**src/rtl/gate_op_pkg.sv**
```systemverilog
// gate_op_pkg: shared opcodes and FSM state type for the gate_op arbiter
package gate_op_pkg;
  localparam logic [2:0] OP_NAND = 3'd0;
  localparam logic [2:0] OP_NOT  = 3'd1;
  localparam logic [2:0] OP_AND  = 3'd2;
  localparam logic [2:0] OP_OR   = 3'd3;
  localparam logic [2:0] OP_XOR  = 3'd4;
  typedef enum logic {IDLE, RESP} state_t;
endpackage

```
**src/rtl/gate_op_arbiter_if.sv**
```systemverilog
// gate_op_arbiter_if: request bus (req_valid/ready/op/a/b), response bus (rsp_valid/ready/id/data/err) and op_count
interface gate_op_arbiter_if #(
  parameter int NREQ  = 4,
  parameter int WIDTH = 16,
  parameter int IDW   = $clog2(NREQ)
);
  logic [NREQ-1:0]       req_valid;
  logic [NREQ-1:0]       req_ready;
  logic [3*NREQ-1:0]     req_op;
  logic [NREQ*WIDTH-1:0] req_a;
  logic [NREQ*WIDTH-1:0] req_b;
  logic                  rsp_valid;
  logic                  rsp_ready;
  logic [IDW-1:0]        rsp_id;
  logic [WIDTH-1:0]      rsp_data;
  logic                  rsp_err;
  logic [15:0]           op_count;
  modport master (
    output req_valid, req_op, req_a, req_b, rsp_ready,
    input  req_ready, rsp_valid, rsp_id, rsp_data, rsp_err, op_count
  );
  modport slave (
    input  req_valid, req_op, req_a, req_b, rsp_ready,
    output req_ready, rsp_valid, rsp_id, rsp_data, rsp_err, op_count
  );
endinterface

```
**src/rtl/gate_alu.sv**
```systemverilog
// gate_alu: combinational bitwise unit, in op/a/b, out y and err (opcodes 5..7 give y=0, err=1)
module gate_alu
  import gate_op_pkg::*;
#(
  parameter int WIDTH = 16
) (
  input  logic [2:0]       op,
  input  logic [WIDTH-1:0] a,
  input  logic [WIDTH-1:0] b,
  output logic [WIDTH-1:0] y,
  output logic             err
);
  always_comb begin
    y = op == OP_NAND ? ~(a & b) :
        op == OP_NOT  ? ~a :
        op == OP_AND  ? a & b :
        op == OP_OR   ? a | b :
        op == OP_XOR  ? a ^ b : '0;
    err = op > OP_XOR;
  end
endmodule

```
**src/rtl/gate_op_arbiter.sv**
```systemverilog
// gate_op_arbiter: round-robin share of one gate_alu among NREQ requesters; ports clk, rst_n, bus (slave: req_*, rsp_*, op_count)
module gate_op_arbiter
  import gate_op_pkg::*;
#(
  parameter int NREQ  = 4,
  parameter int WIDTH = 16,
  parameter int IDW   = $clog2(NREQ)
) (
  input logic             clk,
  input logic             rst_n,
  gate_op_arbiter_if.slave bus
);
  state_t           state, state_n;
  logic [IDW-1:0]   last_grant, g, idx;
  logic             accept_ok, grant, hs;
  logic [2:0]       op;
  logic [WIDTH-1:0] a, b, y;
  logic             err;
  logic [IDW-1:0]   rsp_id_q;
  logic [WIDTH-1:0] rsp_data_q;
  logic             rsp_err_q;
  logic [15:0]      op_count_q;
  // scan from farthest to nearest so the nearest valid requester after last_grant wins
  always_comb begin
    g = last_grant;
    idx = last_grant;
    for (int k = NREQ; k >= 1; k--) begin
      idx = IDW'((int'(last_grant) + k) % NREQ);
      g = bus.req_valid[idx] ? idx : g;
    end
    op = '0;
    a = '0;
    b = '0;
    for (int i = 0; i < NREQ; i++) begin
      op = g == IDW'(i) ? bus.req_op[3*i +: 3] : op;
      a = g == IDW'(i) ? bus.req_a[WIDTH*i +: WIDTH] : a;
      b = g == IDW'(i) ? bus.req_b[WIDTH*i +: WIDTH] : b;
    end
  end
  always_comb begin
    accept_ok = state == IDLE || bus.rsp_ready;
    grant = accept_ok && |bus.req_valid;
    hs = state == RESP && bus.rsp_ready;
    state_n = grant ? RESP : hs ? IDLE : state;
  end
  gate_alu #(.WIDTH(WIDTH)) u_alu (.op(op), .a(a), .b(b), .y(y), .err(err));
  always_ff @(posedge clk or negedge rst_n) begin
    if (!rst_n) state <= IDLE;
    else state <= state_n;
  end
  always_ff @(posedge clk or negedge rst_n) begin
    if (!rst_n) begin
      last_grant <= IDW'(NREQ - 1);
      rsp_id_q <= '0;
      rsp_data_q <= '0;
      rsp_err_q <= 1'b0;
      op_count_q <= '0;
    end else begin
      if (grant) begin
        last_grant <= g;
        rsp_id_q <= g;
        rsp_data_q <= y;
        rsp_err_q <= err;
      end
      if (hs) op_count_q <= op_count_q + 16'd1;
    end
  end
  assign bus.req_ready = grant ? NREQ'(1) << g : '0;
  assign bus.rsp_valid = state == RESP;
  assign bus.rsp_id = rsp_id_q;
  assign bus.rsp_data = rsp_data_q;
  assign bus.rsp_err = rsp_err_q;
  assign bus.op_count = op_count_q;
endmodule

```
**src/flat_wrapper.sv**
```systemverilog
// flat-port wrapper written by rule: the top's interface ports become plain ports
module gate_op_arbiter_flat import gate_op_pkg::*;
#(
  parameter int NREQ  = 4,
  parameter int WIDTH = 16,
  parameter int IDW   = $clog2(NREQ)
)
  (clk, rst_n, bus_req_valid, bus_req_op, bus_req_a, bus_req_b, bus_rsp_ready, bus_req_ready, bus_rsp_valid, bus_rsp_id, bus_rsp_data, bus_rsp_err, bus_op_count);
  gate_op_arbiter_if #(.NREQ(NREQ), .WIDTH(WIDTH), .IDW(IDW)) bus_i ();
  input logic clk;
  input logic rst_n;
  input wire logic [$bits(bus_i.req_valid)-1:0] bus_req_valid;
  input wire logic [$bits(bus_i.req_op)-1:0] bus_req_op;
  input wire logic [$bits(bus_i.req_a)-1:0] bus_req_a;
  input wire logic [$bits(bus_i.req_b)-1:0] bus_req_b;
  input wire logic [$bits(bus_i.rsp_ready)-1:0] bus_rsp_ready;
  output wire logic [$bits(bus_i.req_ready)-1:0] bus_req_ready;
  output wire logic [$bits(bus_i.rsp_valid)-1:0] bus_rsp_valid;
  output wire logic [$bits(bus_i.rsp_id)-1:0] bus_rsp_id;
  output wire logic [$bits(bus_i.rsp_data)-1:0] bus_rsp_data;
  output wire logic [$bits(bus_i.rsp_err)-1:0] bus_rsp_err;
  output wire logic [$bits(bus_i.op_count)-1:0] bus_op_count;
  assign bus_i.req_valid = bus_req_valid;
  assign bus_i.req_op = bus_req_op;
  assign bus_i.req_a = bus_req_a;
  assign bus_i.req_b = bus_req_b;
  assign bus_i.rsp_ready = bus_rsp_ready;
  assign bus_req_ready = bus_i.req_ready;
  assign bus_rsp_valid = bus_i.rsp_valid;
  assign bus_rsp_id = bus_i.rsp_id;
  assign bus_rsp_data = bus_i.rsp_data;
  assign bus_rsp_err = bus_i.rsp_err;
  assign bus_op_count = bus_i.op_count;
  gate_op_arbiter #(.NREQ(NREQ), .WIDTH(WIDTH), .IDW(IDW)) u_core (.clk(clk), .rst_n(rst_n), .bus(bus_i));
endmodule
```
**config.mk**
```make
export PLATFORM = sky130hd
export DESIGN_NAME = gate_op_arbiter_flat
export DESIGN_NICKNAME = d
export VERILOG_FILES = /design/src/rtl/gate_op_pkg.sv /design/src/rtl/gate_op_arbiter_if.sv /design/src/rtl/gate_alu.sv /design/src/rtl/gate_op_arbiter.sv /design/src/flat_wrapper.sv
export SDC_FILE = /design/constraint.sdc
export NUM_CORES = 1
export LEC_CHECK = 0
export BUFFER_PORTS_ARGS = -buffer_cell sky130_fd_sc_hd__buf_2
export CAP_MARGIN = 10
export CORE_UTILIZATION = 44
export DETAILED_ROUTE_END_ITERATION = 12
export PLACE_DENSITY = 0.79
export REMOVE_ABC_BUFFERS = 1
export SYNTH_ARGS = -nofsm -noshare
export SYNTH_HDL_FRONTEND = slang
export SYNTH_SLANG_ARGS = --single-unit
```
**constraint.sdc**
```tcl
create_clock -name clk -period 3.4 [get_ports clk]
set_clock_uncertainty 0.05 [all_clocks]
set_input_delay 0.68 -clock clk [delete_from_list [all_inputs] [get_ports clk]]
set_output_delay 0.68 -clock clk [all_outputs]
set_load 0.01 [all_outputs]
```
==> run summary, run 1 <==
Status - complete, but fails checks
Failing checks - design-rule violations
Clock Path Buffers - 2
CP top delay family - compound AO/OA/AOI/OAI gates
Vias - 4097
Synthesized cell area - 4109 um^2
CP Cell Sequence - or2_1, o21ai_1, a211oi_4, buf_12, a21boi_2, a22o_4, and3_4, a221oi_1, or3_1, o211ai_1
Core area - 8891 um^2
Netlist cell types - 51
Sequential fraction of design power - 0.189
First-pass GRT wire length - 18530 um
DRC - 1
Synthesized instance count - 448
Yosys top cell area share - 0.2192
WP depth - 10
Vias/cell - 5.485
R2R cell count - 10
Vias in the first global route - 4143
WL per Instance - 15.03 um
Post-CTS Setup Bufs - 0
Ant diodes - 0
Die extent in x - 98.64 um
Worst r2r src - u_core.last_grant[1]
Sinks on Clock Net - 38
Post-CTS Hold Buffers - 0
Critical Setup Path Class - register to register
TritonCTS clock tree - done
GR Util All Layers - 0.2333
Main synth FF type - dfrtp_1
CP Data Required Time - 3.54 ns
Relative slew margins - 0.4244
Worst Hold Class - register to register
Post-synth top cells - 50 x mux2i_1, 49 x nand2_1, 36 x dfrtp_1
CTS buffer count - 5
CP max stage delay - 0.58 ns
Crit Path Max Fanout - 34
Global placement routability congestion - 0.8021
Top-count cell post-synth - mux2i_1
FF-to-FF setup slack - 0.18 ns
Post-synth EDFFs - 0
Starting DRT DRC Count - 183
Router iterations before antenna repair - 9
Share of cells above drive strength 1 - 0.4476
Synth area leader - dfrtp_1
Leakage power total - 2.843 nW
Worst VDD drop - 0.3557 mV
Asr flop ratio synth - 1.000
Internal Pwr Total - 2.047 mW
Initial core utilization - 0.4621
Area Growth Syn to Fin - 30.76%
CP Capture Type - register
Worst-margin pin slew - 0.8634 ns
Crit share post-route - 0.9482
Ys Warns - 0
Power after layout - 3.713 mW
Mean Syn Cell Area - 9.172 um^2
Synth area leaders - dfrtp_1 22%, mux2i_1 12%, ha_1 10%, mux2_2 7.7%, nand2_1 4.5%
Slowest cell on the critical path - dfstp_2
Clock H-tree levels - 2
Combinational fraction of design power - 0.710
RSZ-0062 raised after global routing - false
# rows - 34
Slew Viols, Final - 0
Die Ht - 98.64 um
Final hold vios - 0
Io pins - 187
Crit path from - u_core.last_grant[1]
Seq/Total Area, Yosys - 0.2320
Fmax - 310.2 MHz
Clock transition at path regs - 0.08 ns
Grt total ovfl - 0
CTS Root Cell - clkbuf_8
Power Density - 691.1 nW/um^2
Port bufs - 186
Worst-Skew Late Latency - 0.29 ns
DP HPWL - 9157 um
Switch Pwr - 1.666 mW
Fin util - 0.6043
Largest net degree at the start of global routing - 39
CP startpoint kind - register
Initial antenna violation count - 0
CP Data Arrival Time - 3.37 ns
Switch share - 0.4486
Worst path bufs/invs - 1
Post-cts resize count - 0
Final setup viols - 0
Crit Reg-Reg Endpoint - u_core.bus.rsp_data[0]
Max cap viols - 0
Nets - 818
Power share of the clock group - 0.102
TNS Setup - 0 ns
DIE AREA - 9729 um^2
Post-layout min period - 3.224 ns
Antenna viol nets, final - 0
Total detailed-routing wirelength - 11230 um
Critical path endpoint - u_core.bus.rsp_data[0]
#FFs+latches synth - 38
[layout make-up]
class / instances / area, um^2
repair buffers: 213 / 1196
clock inverters: 1 / 30.03
clock buffers: 7 / 76.32
inverters: 34 / 127.6
multi-input cells: 346 / 2854
flip-flops and latches: 38 / 953.4
well taps: 108 / 135.1
fillers: 777 / 3518
[cells in the final DEF, fill, tap and decap left out, types with 4 or more instances in the layout]
master and instances:
a211oi_2 12, a21oi_1 25, a221oi_1 4, a221oi_2 8, a22o_1 4, a22oi_1 8, a2bb2oi_1 4, buf_12 5
buf_2 186, buf_4 22, clkbuf_8 5, dfrtp_1 36, ha_1 33, inv_1 34, mux2_2 28, mux2i_1 50
nand2_1 49, nor2_1 5, nor2b_1 12, o211ai_1 12, o21ai_0 16, o22ai_1 4, or3_1 13, xnor2_1 9
xor2_1 6
[flip-flops by register name, indices dropped and copies added (netlist names)]
name,cells
u_core.bus.rsp_id,2
u_core.bus.rsp_valid,1
u_core.bus.rsp_err,1
u_core.last_grant,2
u_core.bus.rsp_data,16
u_core.bus.op_count,16
[routing by layer]
layer	GRT usage	up-vias	wire length (um)
met4	0.05166	0	133
met5	0	-	0
met1	0.2649	1950	4521
met2	0.4512	141	5997
li1	-	1990	-
met3	0.04184	16	576
[per-stage QoR]
| step | hold WS (ns) | cell area (um^2) | setup slack, ns | cells |
|---|---|---|---|---|
| after CTS | 0.4400 | 5373 | 0.1325 | 747 |
| after global placement | 0.4023 | 5266 | 0.09218 | 739 |
| after global routing | 0.4566 | 5373 | 0.01844 | 747 |
| after floorplan | 0.3344 | 3928 | -2.355 | 418 |
| final | 0.4281 | 5373 | 0.1760 | 747 |
| after detailed placement | 0.4261 | 5266 | -0.04302 | 739 |
[logic make-up (layout without fill, tap and decap cells)]
| family | count (synthesis) | in the layout | share of synthesized area |
|---|---|---|---|
| AOI/OAI and AO/OA | 111 | 111 | 0.2217 |
| xor gates and xnor gates | 15 | 15 | 0.03197 |
| adders and majority gates | 33 | 33 | 0.1005 |
| buffers and inverters | 64 | 255 | 0.07521 |
| DFF | 38 | 38 | 0.2320 |
| muxes | 79 | 79 | 0.2013 |
| and+or+nand+nor | 108 | 108 | 0.1373 |
[worst min-delay path by stage]
stage                            startpoint  depth (start not counted)  slack (ns)                 endpoint
floorplan                             rst_n                          0        0.33   u_core.bus.op_count[0]
global placement    u_core.bus.op_count[15]                          1        0.40  u_core.bus.op_count[15]
detailed placement  u_core.bus.op_count[15]                          1        0.43  u_core.bus.op_count[15]
CTS                 u_core.bus.op_count[15]                          1        0.44  u_core.bus.op_count[15]
global route             u_core.bus.rsp_err                          2        0.46       u_core.bus.rsp_err
finish              u_core.bus.op_count[15]                          1        0.43  u_core.bus.op_count[15]
[power groups by stage]
stage	sequential [mW]	clock [mW]	combinational, mW
floorplan	0.750	0	1.71
global placement	0.699	0	2.51
detailed placement	0.707	0	2.63
CTS	0.701	0.384	2.64
global route	0.723	0.402	2.89
finish	0.701	0.377	2.63
Note: power is estimated with default switching activity, not from simulation.
==> inputs of run 2 (changes only) <==
Settings changed: REMOVE_ABC_BUFFERS 1 to default.
==> run summary, run 2 (synthesis results as in run 1) <==
WL per Instance - 15.25 um
Vias/cell - 5.337
GR Util All Layers - 0.2330
DRC - 0
Final hold vios - 0
Post-layout min period - 3.241 ns
Highest routing layer actually used - met4
CP Capture Type - register
Power Density - 684.9 nW/um^2
Ant diodes - 0
Crit path from - u_core.last_grant[1]
Antenna viol nets, final - 0
Vias - 4008
Crit share post-route - 0.9533
Routed wl met3 - 618 um
Core area - 8891 um^2
Switch share - 0.4555
Worst VDD drop - 0.2990 mV
Hold path startpoint - u_core.bus.op_count[15]
Power share of the clock group - 0.088
Final setup viols - 0
Nets - 822
Sinks on Clock Net - 38
Fmax - 308.5 MHz
Max cap viols - 0
TNS Setup - 0 ns
Worst-Skew Late Latency - 0.28 ns
DP HPWL - 9283 um
Total detailed-routing wirelength - 11460 um
Leakage power total - 2.854 nW
# rows - 34
Grt total ovfl - 0
Slew Viols, Final - 0
Critical Setup Path Class - register to register
CP Data Required Time - 3.51 ns
Worst r2r src - u_core.last_grant[1]
Worst-margin pin slew - 0.9104 ns
Most common cell after layout, fill and taps aside - buf_2
Final instance area - 5379 um^2
Hold slack final - 0.4226 ns
CP startpoint kind - register
Area Growth Syn to Fin - 30.91%
Global placement routability congestion - 0.8396
Syn nets - 628
Sequential fraction of design power - 0.192
RSZ-0062 raised after global routing - false
Die extent in x - 98.64 um
Worst Hold Class - register to register
Power after layout - 3.684 mW
Internal Pwr Total - 2.006 mW
Port bufs - 186
Initial antenna violation count - 0
CTS Root Cell - clkbuf_8
Share of cells above drive strength 1 - 0.4526
Relative slew margins - 0.3931
Router iterations before antenna repair - 5
Clock Path Buffers - 2
Crit Path Max Fanout - 30
Clock transition at path regs - 0.08 ns
Combinational fraction of design power - 0.720
Vias in the first global route - 3915
Met1 wire length - 4856 um
Largest net degree at the start of global routing - 39
Clock H-tree levels - 2
Io pins - 187
CP Data Arrival Time - 3.35 ns
Die Ht - 98.64 um
First-pass GRT wire length - 18220 um
Cell area after placement - 5226 um^2
Met2 wire length - 5867 um
Status - finished, final reports clean
DIE AREA - 9729 um^2
Switch Pwr - 1.678 mW
CTS buffer count - 5
Initial core utilization - 0.4621
Starting DRT DRC Count - 133
Commonest non-fill, non-tap cells in the layout - 186 x buf_2, 50 x mux2i_1, 49 x nand2_1
TritonCTS clock tree - done
-- run 2: area by class of cell --
type	instances	area, um^2
clock buffer	7	86.33
clock inverter	1	5.005
fill	783	3512
inverter	34	127.6
multi-input combinational	346	2854
sequential	38	953.4
tap	108	135.1
timing repair buffer	217	1217
-- run 2: through the flow --
stage               instances  setup WS [ns]  utilization
floorplan                 448        0.06312            -
global route              751       0.002004       0.6050
CTS                       745         0.1131       0.5981
detailed placement        737       -0.07872       0.5878
finish                    751         0.1589       0.6050
global placement          737        0.05481       0.5878
-- run 2: critical path: stages (launching register included) --
cell,delay (ns)
dfstp_2,0.57
or2_1,0.16
o21ai_1,0.11
a211oi_4,0.34
buf_12,0.25
mux2_2,0.36
o21ai_0,0.25
buf_4,0.18
inv_1,0.04
ha_1,0.19
nor2b_1,0.14
a221oi_2,0.23
or3_1,0.14
o211ai_1,0.09
-- run 2: metal layers --
| metal | vias to the layer above | track usage |
|---|---|---|
| met5 | - | 0 |
| met4 | 0 | 0.04707 |
| met3 | 8 | 0.03404 |
| met2 | 151 | 0.4399 |
| met1 | 1854 | 0.2802 |
| li1 | 1995 | - |
-- run 2: path summary, 6_finish.rpt --
path                                                end  slack (ns)  depth (start not counted)
worst max-delay path            u_core.bus.rsp_data[10]        0.16                         13
worst min-delay path            u_core.bus.op_count[15]        0.42                          1
worst max register to register  u_core.bus.rsp_data[10]        0.16                         13
worst min register to register  u_core.bus.op_count[15]        0.42                          1
max in group asynchronous       u_core.bus.op_count[10]        2.26                          1
min in group asynchronous        u_core.bus.rsp_data[0]        0.47                          1
-- run 2: repair_timing --
| item | in CTS | in global routing |
|---|---|---|
| setup buffers | 0 | 6 |
| endpoints found under the hold margin | 0 | 0 |
| hold buffers | 0 | 0 |
| endpoints found under the setup margin | 0 | 5 |
| resized for setup | 0 | 1 |
-- run 2: power by group through the flow --
stage / Clock (mW) / Sequential [mW] / Combinational (mW)
floorplan: 0 / 0.750 / 1.80
global placement: 0 / 0.707 / 2.49
detailed placement: 0 / 0.710 / 2.59
CTS: 0.333 / 0.704 / 2.60
global route: 0.346 / 0.723 / 2.93
finish: 0.325 / 0.706 / 2.65
==> inputs of run 3 (changes only) <==
Settings changed: CORE_MARGIN from default to 8.
==> run summary, run 3 (synthesis results as in run 1) <==
Status - finished, final reports clean
# rows - 35
DRC - 0
Fmax - 314.7 MHz
Fin util - 0.5829
CP Capture Type - register
DP HPWL - 10590 um
Post-CTS Setup Bufs - 0
RSZ-0062 raised after global routing - false
Global placement routability congestion - 0.8633
Crit share post-route - 0.9346
Post-layout min period - 3.178 ns
Worst Hold Class - register to register
CP max stage delay - 0.57 ns
Grt total ovfl - 0
Clock Path Buffers - 2
Nets - 814
CTS Root Cell - clkbuf_8
GR Util All Layers - 0.2001
CP Data Required Time - 3.52 ns
Vias - 4035
Most common cell after layout, fill and taps aside - buf_2
Area Growth Syn to Fin - 29.84%
CTS buffer count - 5
Die extent in x - 112.6 um
Final hold vios - 0
Crit Path Max Fanout - 31
Share of cells above drive strength 1 - 0.4472
Vias/cell - 5.409
Largest net degree at the start of global routing - 39
Sinks on Clock Net - 38
Relative slew margins - 0.3891
Critical Setup Path Class - register to register
Worst-margin pin slew - 0.9164 ns
Initial antenna violation count - 1
Ant diodes - 0
Io pins - 187
TritonCTS clock tree - done
Clock H-tree levels - 2
Vias in the first global route - 4316
Commonest non-fill, non-tap cells in the layout - 186 x buf_2, 50 x mux2i_1, 49 x nand2_1
DIE AREA - 12690 um^2
CP Cell Sequence - or2_1, o21ai_1, a211oi_4, buf_12, mux2_2, o21ai_0, buf_4, inv_1, ha_1, nor2b_1, a221oi_2, or3_1, o211ai_1
Worst-Skew Late Latency - 0.29 ns
CP startpoint kind - register
Syn nets - 628
Leakage power total - 2.819 nW
Port bufs - 186
Slowest cell on the critical path - dfstp_2
Die Ht - 112.6 um
Worst VDD drop - 0.2868 mV
Starting DRT DRC Count - 203
Clock transition at path regs - 0.09 ns
Router iterations before antenna repair - 5
WL per Instance - 17.38 um
Initial core utilization - 0.4489
Hold slack final - 0.4180 ns
CP Data Arrival Time - 3.30 ns
Max cap viols - 0
Total detailed-routing wirelength - 12970 um
Antenna viol nets, final - 0
Slew Viols, Final - 0
First-pass GRT wire length - 20730 um
Final setup viols - 0
Power Density - 683.2 nW/um^2
Core area - 9153 um^2
## run 3: path summary, 6_finish.rpt
kind | cells past startpoint | start | slack (ns) | endpoint
worst max-delay path | 13 | u_core.last_grant[1] | 0.22 | u_core.bus.rsp_data[9]
worst max register to register | 13 | u_core.last_grant[1] | 0.22 | u_core.bus.rsp_data[9]
min in group asynchronous | 1 | rst_n | 0.46 | u_core.bus.op_count[15]
max in group asynchronous | 1 | rst_n | 2.26 | u_core.bus.op_count[1]
worst min register to register | 1 | u_core.bus.op_count[15] | 0.42 | u_core.bus.op_count[15]
worst min-delay path | 1 | u_core.bus.op_count[15] | 0.42 | u_core.bus.op_count[15]
## run 3: metrics by stage
| stage | setup TNS [ns] | instances | worst slack [ns] | area [um^2] | power [mW] |
|---|---|---|---|---|---|
| 2_1_floorplan | 0 | 448 | 0.06312 | 4109 | 2.545 |
| 3_3_place_gp | 0 | 738 | 0.04544 | 5240 | 3.204 |
| 3_5_place_dp | -0.06502 | 738 | -0.02713 | 5240 | 3.321 |
| 4_1_cts | 0 | 746 | 0.1506 | 5335 | 3.666 |
| 5_1_grt | 0 | 746 | 0.02402 | 5335 | 3.964 |
| 6_report | 0 | 746 | 0.2223 | 5335 | 3.645 |
## run 3: area by class of cell
cell class                      instances  area (um^2)
Clock buffer                            6        82.58
Clock inverter                          2        12.51
Fill cell                             805         3817
Inverter                               34        127.6
Multi-Input combinational cell        346         2854
Sequential cell                        38        953.4
Tap cell                              111        138.9
Timing Repair Buffer                  209         1166
## run 3: metal layers
metal	wire, um	global-route usage
met3	1222	0.05904
met1	5097	0.2272
met4	158	0.05396
met2	6474	0.3555
met5	12	0
## run 3: power by group
| part | switching [mW] | internal (mW) | total, mW |
|---|---|---|---|
| clock | 0.173 | 0.163 | 0.336 |
| combinational | 1.40 | 1.21 | 2.61 |
| sequential | 0.106 | 0.594 | 0.700 |
| total | 1.68 | 1.97 | 3.65 |
## run 3: critical path: cells and delay by family (launching register included)
kind | cells | cell delay (ns)
adders and majority gates | 1 | 0.20
AOI/OAI and AO/OA | 5 | 0.98
muxes | 1 | 0.35
and+or+nand+nor | 3 | 0.41
buffers and inverters | 3 | 0.46
DFF | 1 | 0.57
## run 3: timing repair
| item | CTS | global route |
|---|---|---|
| gates resized for setup | 0 | 3 |
| hold endpoints to repair | 0 | 0 |
| hold buffers | 0 | 0 |
| endpoints found under the setup margin | 0 | 4 |
